$ cat src/rtl/hamming_pkg.sv
// Shared helpers for the SECDED Hamming decoder: parity-width derivation,
// data-bit position mapping and a reference encoder.
package hamming_pkg;

    localparam int MAX_CODE_W = 64;

    function automatic int calc_par_w(input int data_w);
        int p;
        p = 1;
        while ((1 << p) < data_w + p + 1) p++;
        return p;
    endfunction

    // Position of payload bit k: the k-th non-power-of-two index from 1 upward.
    function automatic int data_pos(input int k);
        int pos;
        int cnt;
        pos = 0;
        cnt = -1;
        while (cnt < k) begin
            pos++;
            if ((pos & (pos - 1)) != 0) cnt++;
        end
        return pos;
    endfunction

    function automatic logic [MAX_CODE_W-1:0] encode(input logic [MAX_CODE_W-1:0] data,
                                                     input int data_w);
        logic [MAX_CODE_W-1:0] code;
        logic                  p;
        int                    par_w;
        int                    code_w;
        par_w  = calc_par_w(data_w);
        code_w = data_w + par_w + 1;
        code   = '0;
        for (int k = 0; k < data_w; k++) code[data_pos(k)] = data[k];
        for (int j = 0; j < par_w; j++) begin
            p = 1'b0;
            for (int i = 1; i < code_w; i++) begin
                if (((i >> j) & 1) == 1) p = p ^ code[i];
            end
            code[1 << j] = p;
        end
        code[0] = ^code;
        return code;
    endfunction

endpackage

$ cat src/rtl/hamming_syndrome.sv
// Combinational syndrome (XOR of set-bit indices) and overall parity of a codeword.
module hamming_syndrome
    import hamming_pkg::*;
#(
    parameter int CODE_W = 16,
    parameter int PAR_W  = 4
) (
    input  logic [CODE_W-1:0] code,
    output logic [PAR_W-1:0]  syndrome,
    output logic              parity
);

    function automatic logic [CODE_W-1:0] pos_mask(input int b);
        logic [CODE_W-1:0] m;
        m = '0;
        for (int i = 1; i < CODE_W; i++) m[i] = (((i >> b) & 1) == 1);
        return m;
    endfunction

    // Syndrome bit b covers every position whose index has bit b set.
    generate
        for (genvar gi = 0; gi < PAR_W; gi++) begin : g_syn
            localparam logic [CODE_W-1:0] MASK = pos_mask(gi);
            assign syndrome[gi] = ^(code & MASK);
        end
    endgenerate

    assign parity = ^code;

endmodule

$ cat src/rtl/hamming_secded_decoder.sv
// Two-stage SECDED Hamming decoder with valid/ready flow control.
// Optional error counters are built only when HAMMING_DEC_ERR_CNT_EN is defined.
module hamming_secded_decoder
    import hamming_pkg::*;
#(
    parameter  int DATA_W = 11,
    parameter  int CNT_W  = 16,
    localparam int PAR_W  = calc_par_w(DATA_W),
    localparam int CODE_W = DATA_W + PAR_W + 1
) (
    input  logic              clk_decoder,
    input  logic              rst_decoder,
    input  logic [CODE_W-1:0] code_in,
    input  logic              in_valid,
    output logic              in_ready,
    output logic [DATA_W-1:0] data_out,
    output logic [PAR_W-1:0]  syndrome_out,
    output logic              corrected,
    output logic              uncorrectable,
    output logic              out_valid,
    input  logic              out_ready,
    input  logic              cnt_clr,
    output logic [CNT_W-1:0]  err_corr_cnt,
    output logic [CNT_W-1:0]  err_uncorr_cnt
);

    localparam int SYN_N = 1 << PAR_W;

    function automatic logic [SYN_N-1:0] range_mask();
        logic [SYN_N-1:0] m;
        m = '0;
        for (int i = 0; i < SYN_N; i++) m[i] = (i < CODE_W);
        return m;
    endfunction

    // Syndromes that name a real bit position; the rest are uncorrectable.
    localparam logic [SYN_N-1:0] IN_RANGE = range_mask();

    logic              adv;
    logic [PAR_W-1:0]  syn_next;
    logic              par_next;
    logic              s1_valid_reg;
    logic [CODE_W-1:0] s1_code_reg;
    logic [PAR_W-1:0]  s1_syn_reg;
    logic              s1_par_reg;
    logic              corr_next;
    logic              unc_next;
    logic [DATA_W-1:0] data_next;
    logic              unused_code_bits;

    assign adv      = !out_valid || out_ready;
    assign in_ready = adv;

    hamming_syndrome #(
        .CODE_W (CODE_W),
        .PAR_W  (PAR_W)
    ) u_syndrome (
        .code     (code_in),
        .syndrome (syn_next),
        .parity   (par_next)
    );

    assign corr_next = s1_par_reg && IN_RANGE[s1_syn_reg];
    assign unc_next  = s1_par_reg ? !IN_RANGE[s1_syn_reg] : (s1_syn_reg != '0);

    generate
        for (genvar gi = 0; gi < DATA_W; gi++) begin : g_data
            localparam int POS = data_pos(gi);
            assign data_next[gi] = s1_code_reg[POS] ^ (corr_next && (s1_syn_reg == PAR_W'(POS)));
        end
    endgenerate

    // Parity positions are consumed by the syndrome only, not by data extraction.
    assign unused_code_bits = ^s1_code_reg;

    always_ff @(posedge clk_decoder or posedge rst_decoder) begin
        if (rst_decoder) begin
            s1_valid_reg  <= 1'b0;
            s1_code_reg   <= '0;
            s1_syn_reg    <= '0;
            s1_par_reg    <= 1'b0;
            out_valid     <= 1'b0;
            data_out      <= '0;
            syndrome_out  <= '0;
            corrected     <= 1'b0;
            uncorrectable <= 1'b0;
        end else if (adv) begin
            s1_valid_reg <= in_valid;
            if (in_valid) begin
                s1_code_reg <= code_in;
                s1_syn_reg  <= syn_next;
                s1_par_reg  <= par_next;
            end
            out_valid <= s1_valid_reg;
            if (s1_valid_reg) begin
                data_out      <= data_next;
                syndrome_out  <= s1_syn_reg;
                corrected     <= corr_next;
                uncorrectable <= unc_next;
            end
        end
    end

`ifdef HAMMING_DEC_ERR_CNT_EN
    localparam logic [CNT_W-1:0] CNT_MAX = '1;

    logic out_xfer;
    assign out_xfer = out_valid && out_ready;

    // Clear outranks a same-cycle increment; counts saturate rather than wrap.
    always_ff @(posedge clk_decoder or posedge rst_decoder) begin
        if (rst_decoder) begin
            err_corr_cnt   <= '0;
            err_uncorr_cnt <= '0;
        end else begin
            if (cnt_clr)
                err_corr_cnt <= '0;
            else if (out_xfer && corrected && (err_corr_cnt != CNT_MAX))
                err_corr_cnt <= err_corr_cnt + 1'b1;
            if (cnt_clr)
                err_uncorr_cnt <= '0;
            else if (out_xfer && uncorrectable && (err_uncorr_cnt != CNT_MAX))
                err_uncorr_cnt <= err_uncorr_cnt + 1'b1;
        end
    end
`else
    logic unused_cnt_clr;
    assign unused_cnt_clr = cnt_clr;
    assign err_corr_cnt   = '0;
    assign err_uncorr_cnt = '0;
`endif

endmodule

$ cat config.mk
export PLATFORM = sky130hd
export DESIGN_NAME = hamming_secded_decoder
export DESIGN_NICKNAME = d
export VERILOG_FILES = /design/src/rtl/hamming_pkg.sv /design/src/rtl/hamming_syndrome.sv /design/src/rtl/hamming_secded_decoder.sv
export SDC_FILE = /design/constraint.sdc
export NUM_CORES = 1
export LEC_CHECK = 0
export ABC_AREA = 1
export CAP_MARGIN = 20
export CORE_ASPECT_RATIO = 1.25
export CORE_MARGIN = 1
export CORE_UTILIZATION = 40
export DETAILED_ROUTE_END_ITERATION = 8
export PLACE_DENSITY = 0.79
export SYNTH_ARGS = -nofsm -noshare
export SYNTH_HDL_FRONTEND = slang
export SYNTH_SLANG_ARGS = --single-unit
export TNS_END_PERCENT = 10
$ cat constraint.sdc
create_clock -name clk_decoder -period 2.8 [get_ports clk_decoder]
set_input_delay 0.56 -clock clk_decoder [delete_from_list [all_inputs] [get_ports clk_decoder]]
set_output_delay 0.56 -clock clk_decoder [all_outputs]
set_load 0.1 [all_outputs]
### Yosys cells after proc, flatten, opt, wreduce, memory -nomap -nowiden

Memories as Yosys holds them, arrays and structs flattened.
Cells that the tools add are included.

* bits in registers: 40
* ROM bits: 16
* input port bits: 21
* logic and storage cells: 58
* memories: 1

Memory list
* (no name shown): words 16, bits a word 1, rd ports 1, clocked after memory_dff 0, wr ports 0, line hamming_secded_decoder.sv:64 `assign unc_next = s1_par_reg ? !IN_RANGE[s1_syn_reg] : (s1_syn_reg != '0);`

* order comparisons: 1
* eq/ne operators: 11
* mux-type cells: 2
* bitwise logic cells: 11
* reductions and logical operators: 23

Operators by type and width (number)
* 16-bit parity: 5
* 4-bit == test, second input constant: 7
* 4-bit by 3-bit == test with 1-bit output, second input constant: 3
* 1-bit logical AND: 12
* 1-bit bitwise XOR: 11
* 4-bit by 5-bit < comparator with 1-bit output, second input constant: 1
* 4-bit by 2-bit == test with 1-bit output, second input constant: 1
* 2-bit AND reduction: 2
* 4-bit nonzero test: 1
* 1-bit zero test: 2
* 1-bit two-way mux: 2
* 1-bit logical OR: 1

### Longest topological paths before layout

* word-level depth: 5
* gate-level depth with buffers: 11
* depth with buffers taken out: 11

### Cells and area by module

From an unflattened synthesis, not the netlist that was laid out.

* cell total of the unflattened synthesis: 333
* area, all modules: 2362.3 um^2

By module, submodules not included
* hamming_secded_decoder: times used 1, cells each 223, area each 1869.3 um^2, seq. area each 875.8 um^2
* hamming_syndrome: times used 1, cells each 110, area each 493.0 um^2, seq. area each 0.0 um^2

### Worst setup path after synthesis

OpenSTA, ideal clock, no wires.

* path type: register -> register
* from: register out_valid
* to: register s1_valid_reg
* arrival time: 1.848 ns
* data required time: 2.656 ns
* slack: 0.808 ns
* stages on the path, launching flop included: 7
* period minus slack after synthesis: 1.992 ns
* path through: dfrtp_1 > inv_1 > nor2_2 > inv_2 > nand2_2 > clkbuf_2 > o21ai_0

* cells in the longest elaborated chain, start to end: 2

Ends and longest elaborated chain
* from (decl): line hamming_secded_decoder.sv:20 `output logic out_valid,`
* from (signal assigned): line hamming_secded_decoder.sv:94 `out_valid <= s1_valid_reg;`
* 1-bit zero test: line hamming_secded_decoder.sv:51 `assign adv = !out_valid || out_ready;`
* 1-bit logical OR: line hamming_secded_decoder.sv:51
* via in_ready: line hamming_secded_decoder.sv:15 `output logic in_ready,`
* to (signal assigned): line hamming_secded_decoder.sv:88 `s1_valid_reg <= in_valid;`
* to (decl): line hamming_secded_decoder.sv:42 `logic s1_valid_reg;`

The timed path passes the listed nets, and every way through them passes these cells.
A chain may end at the register's enable or synchronous reset.

### Worst setup path after layout

* from: input out_ready
* to: output in_ready

* cells in the longest elaborated chain, start to end: 1

Ends and longest elaborated chain
* from (decl): line hamming_secded_decoder.sv:21 `input logic out_ready,`
* 1-bit logical OR: line hamming_secded_decoder.sv:51
* to (decl): line hamming_secded_decoder.sv:15

Every way passes these cells.

==> impl_metrics.tcl <==
set metrics [dict create \
    synthMuxAreaShare 0 \
    synth-seq-cells 35 \
    critical_path_buf_inv_count 3 \
    die_w_um 69.5 \
    grt_pass1_vias 1737 \
    p_leak_nw 1.40 \
    ctsRootBufferMaster "clkbuf_8" \
    max_stage_delay_ps 470 \
    wl_per_cell_um 9.79 \
    ctsResizeCount 0 \
    cts_max_path_buffers 2 \
    yosysSeqAreaShare 0.384 \
    num_vias 1839 \
    setup_violations 0 \
    drt_iter0_markers 55 \
    synth_fa_ha_area_frac 0 \
    path_class "input pin to primary output" \
    worst_slack_ps 881 \
    fin_nets 370 \
    synth_compound_area_frac 0.0878 \
    fp.dieArea_um2 6010 \
    cts_max_level 2 \
    tritoncts "built" \
    cp.arrival_ps 1360 \
    max_freq_mhz 521 \
    hpwl_um 3190 \
    port_buffers 38 \
    grt_max_degree 36 \
    yosysUniqueCellTypes 22 \
    antenna_found_initial 0 \
    status "complete, no violations" \
    netlist_area_um2 2280 \
    p_int_mw 1.14 \
    dpl_worst_slack_ps 677 \
    finalHoldViolCount 0 \
    drc_errors 0 \
    path_cells "clkdlybuf4s50_1 -> nor2_2 -> inv_2 -> buf_12" \
    power_frac_seq 0.290 \
    crit_fanout 4 \
    power_switching_mw 1.38 \
    cts_sinks 35 \
    combPwrFrac 0.554 \
    start_kind "input pin" \
    grt.total_usage 0.154 \
    maxCapViolCount 0 \
    layout-drive-gt1-share 0.171 \
    finClkSkew_ps 1.79 \
    synthXorXnorAreaFrac 0.0839 \
    viasPerCell 4.44 \
    drtPass1Iterations 4 \
    postCtsSetupBuffers 0 \
    timing.critical_path.slowest_stage_cell "clkdlybuf4s50_1" \
    power_density_nw_per_um2 944 \
    cp_top_family "buffers and inverters" \
    synth-simple-area-share 0.273 \
    core_um2 5480 \
    grt.overflow.total 0 \
    clock_latency_ps 290 \
    rsz0062_at_grt "false" \
    grt_pass1_wl_um 7290 \
    numCtsBuffers 5 \
    wl_um 4050 \
    rows 30 \
    clockPowerShare 0.156 \
    place_congestion 0.841 \
    final-max-slew-violation-count 0 \
    initial_core_util 0.416 \
    vdd_drop_max_mv 0.328 \
    diodes 0 \
    period_share 0.685 \
    die_y_um 86.4 \
    switching_share 0.548 \
    postCtsHoldBufs 0 \
    p_total_mw 2.52 \
    ant_nets 0 \
    synth_cells 308 \
    setup_tns_ps 0 \
    cp.required_ps 2240 \
    ios 72 \
    end_kind "primary output" \
    synth_top_family_by_area "simple AND/OR/NAND/NOR gates" \
    min_path_type "register to register" \
    syn_to_final_growth_pct 17.1 \
    post_synth.cell_area_avg_um2 7.41 \
    ys_warn_count 0 \
    final.min_clock_period_ps 1920 \
    clk_pin_slew_ps 60 \
]
-- cells in the final DEF (no fill, tap or decap) --
cell type	count
nor2_2	1
xnor2_1	11
dfrtp_1	35
buf_4	20
clkbuf_8	7
nand2_1	116
clkdlybuf4s50_1	19
nor2_1	14
buf_12	1
nor3_2	5
nand3_2	1
conb_1	32
nand3_1	6
xor2_1	9
xnor2_2	1
inv_1	22
o21ai_1	7
clkbuf_1	1
o21ai_2	8
a22o_1	1
a31oi_1	1
inv_2	10
o21ai_0	16
nand2_2	6
-- path summary, 6_finish.rpt --
kind	from	endpoint	slack (ps)	cells after the start
worst max-delay path	out_ready	in_ready	880	4
worst min-delay path	s1_valid_reg	out_valid	470	2
worst max register to register	out_valid	uncorrectable	1310	6
worst min register to register	s1_valid_reg	out_valid	470	2
max in group asynchronous	rst_decoder	data_out[2]	1840	3
min in group asynchronous	rst_decoder	data_out[4]	660	3
-- per-stage QoR --
step / std cells / util / hold slack, ps / cell area, µm²
after floorplan: 339 / - / 432 / 2400
after global placement: 406 / 0.469 / 441 / 2570
after detailed placement: 406 / 0.469 / 453 / 2570
after CTS: 414 / 0.487 / 469 / 2670
after global routing: 414 / 0.487 / 506 / 2670
final: 414 / 0.487 / 466 / 2670
-- kinds of logic after synthesis --
logic type / after synthesis
other: 1
XOR/XNOR: 21
flip-flops: 35
AO/OA/AOI/OAI: 33
buffers and inverters: 69
AND/OR/NAND/NOR: 149
-- Yosys cell counts --
master | count | area (µm²)
xnor2_1 | 11 | 96.3
nand2_1 | 116 | 435
o21ai_1 | 7 | 35.0
inv_2 | 10 | 37.5
nand3_2 | 1 | 10.0
a31oi_1 | 1 | 6.26
clkbuf_2 | 1 | 5.00
dfrtp_1 | 35 | 876
nor2_1 | 14 | 52.6
xor2_1 | 9 | 78.8
nand3_1 | 6 | 30.0
buf_2 | 3 | 15.0
nor3_2 | 5 | 50.1
o21ai_0 | 16 | 80.1
o21ai_2 | 8 | 70.1
inv_1 | 22 | 82.6
nand2_2 | 6 | 37.5
conb_1 | 1 | 3.75
nor2_2 | 1 | 6.26
a22o_1 | 1 | 8.76
xnor2_2 | 1 | 16.3
buf_4 | 33 | 248
-- worst register-to-register path: stages, from the launching register on --
cell,delay [ps]
dfrtp_1,380
inv_1,70
nor2_2,40
nor2_1,140
inv_1,240
buf_4,280
a22o_1,240
-- routing by layer --
layer	global-route usage	routed length [µm]	vias to the layer above
met5	0	0	-
met4	0.0779	89	0
met3	0.0302	175	6
met2	0.303	2280	49
met1	0.150	1510	820
li1	-	-	964
-- power groups by stage --
stage	Clock, mW	Combinational, mW	Sequential (mW)
floorplan	0	0.545	1.36
global placement	0	1.38	0.734
detailed placement	0	1.40	0.741
CTS	0.398	1.40	0.733
global route	0.424	1.47	0.753
finish	0.393	1.40	0.731
-- cell type report --
cell class	count	area, µm²
fill	532	2810
tap	64	80.1
sequential	35	876
multi-input combinational	235	1130
inverter	32	120
timing repair buffer	40	360
clock buffer	8	100
No activity file was read; power rests on OpenSTA's default activity.
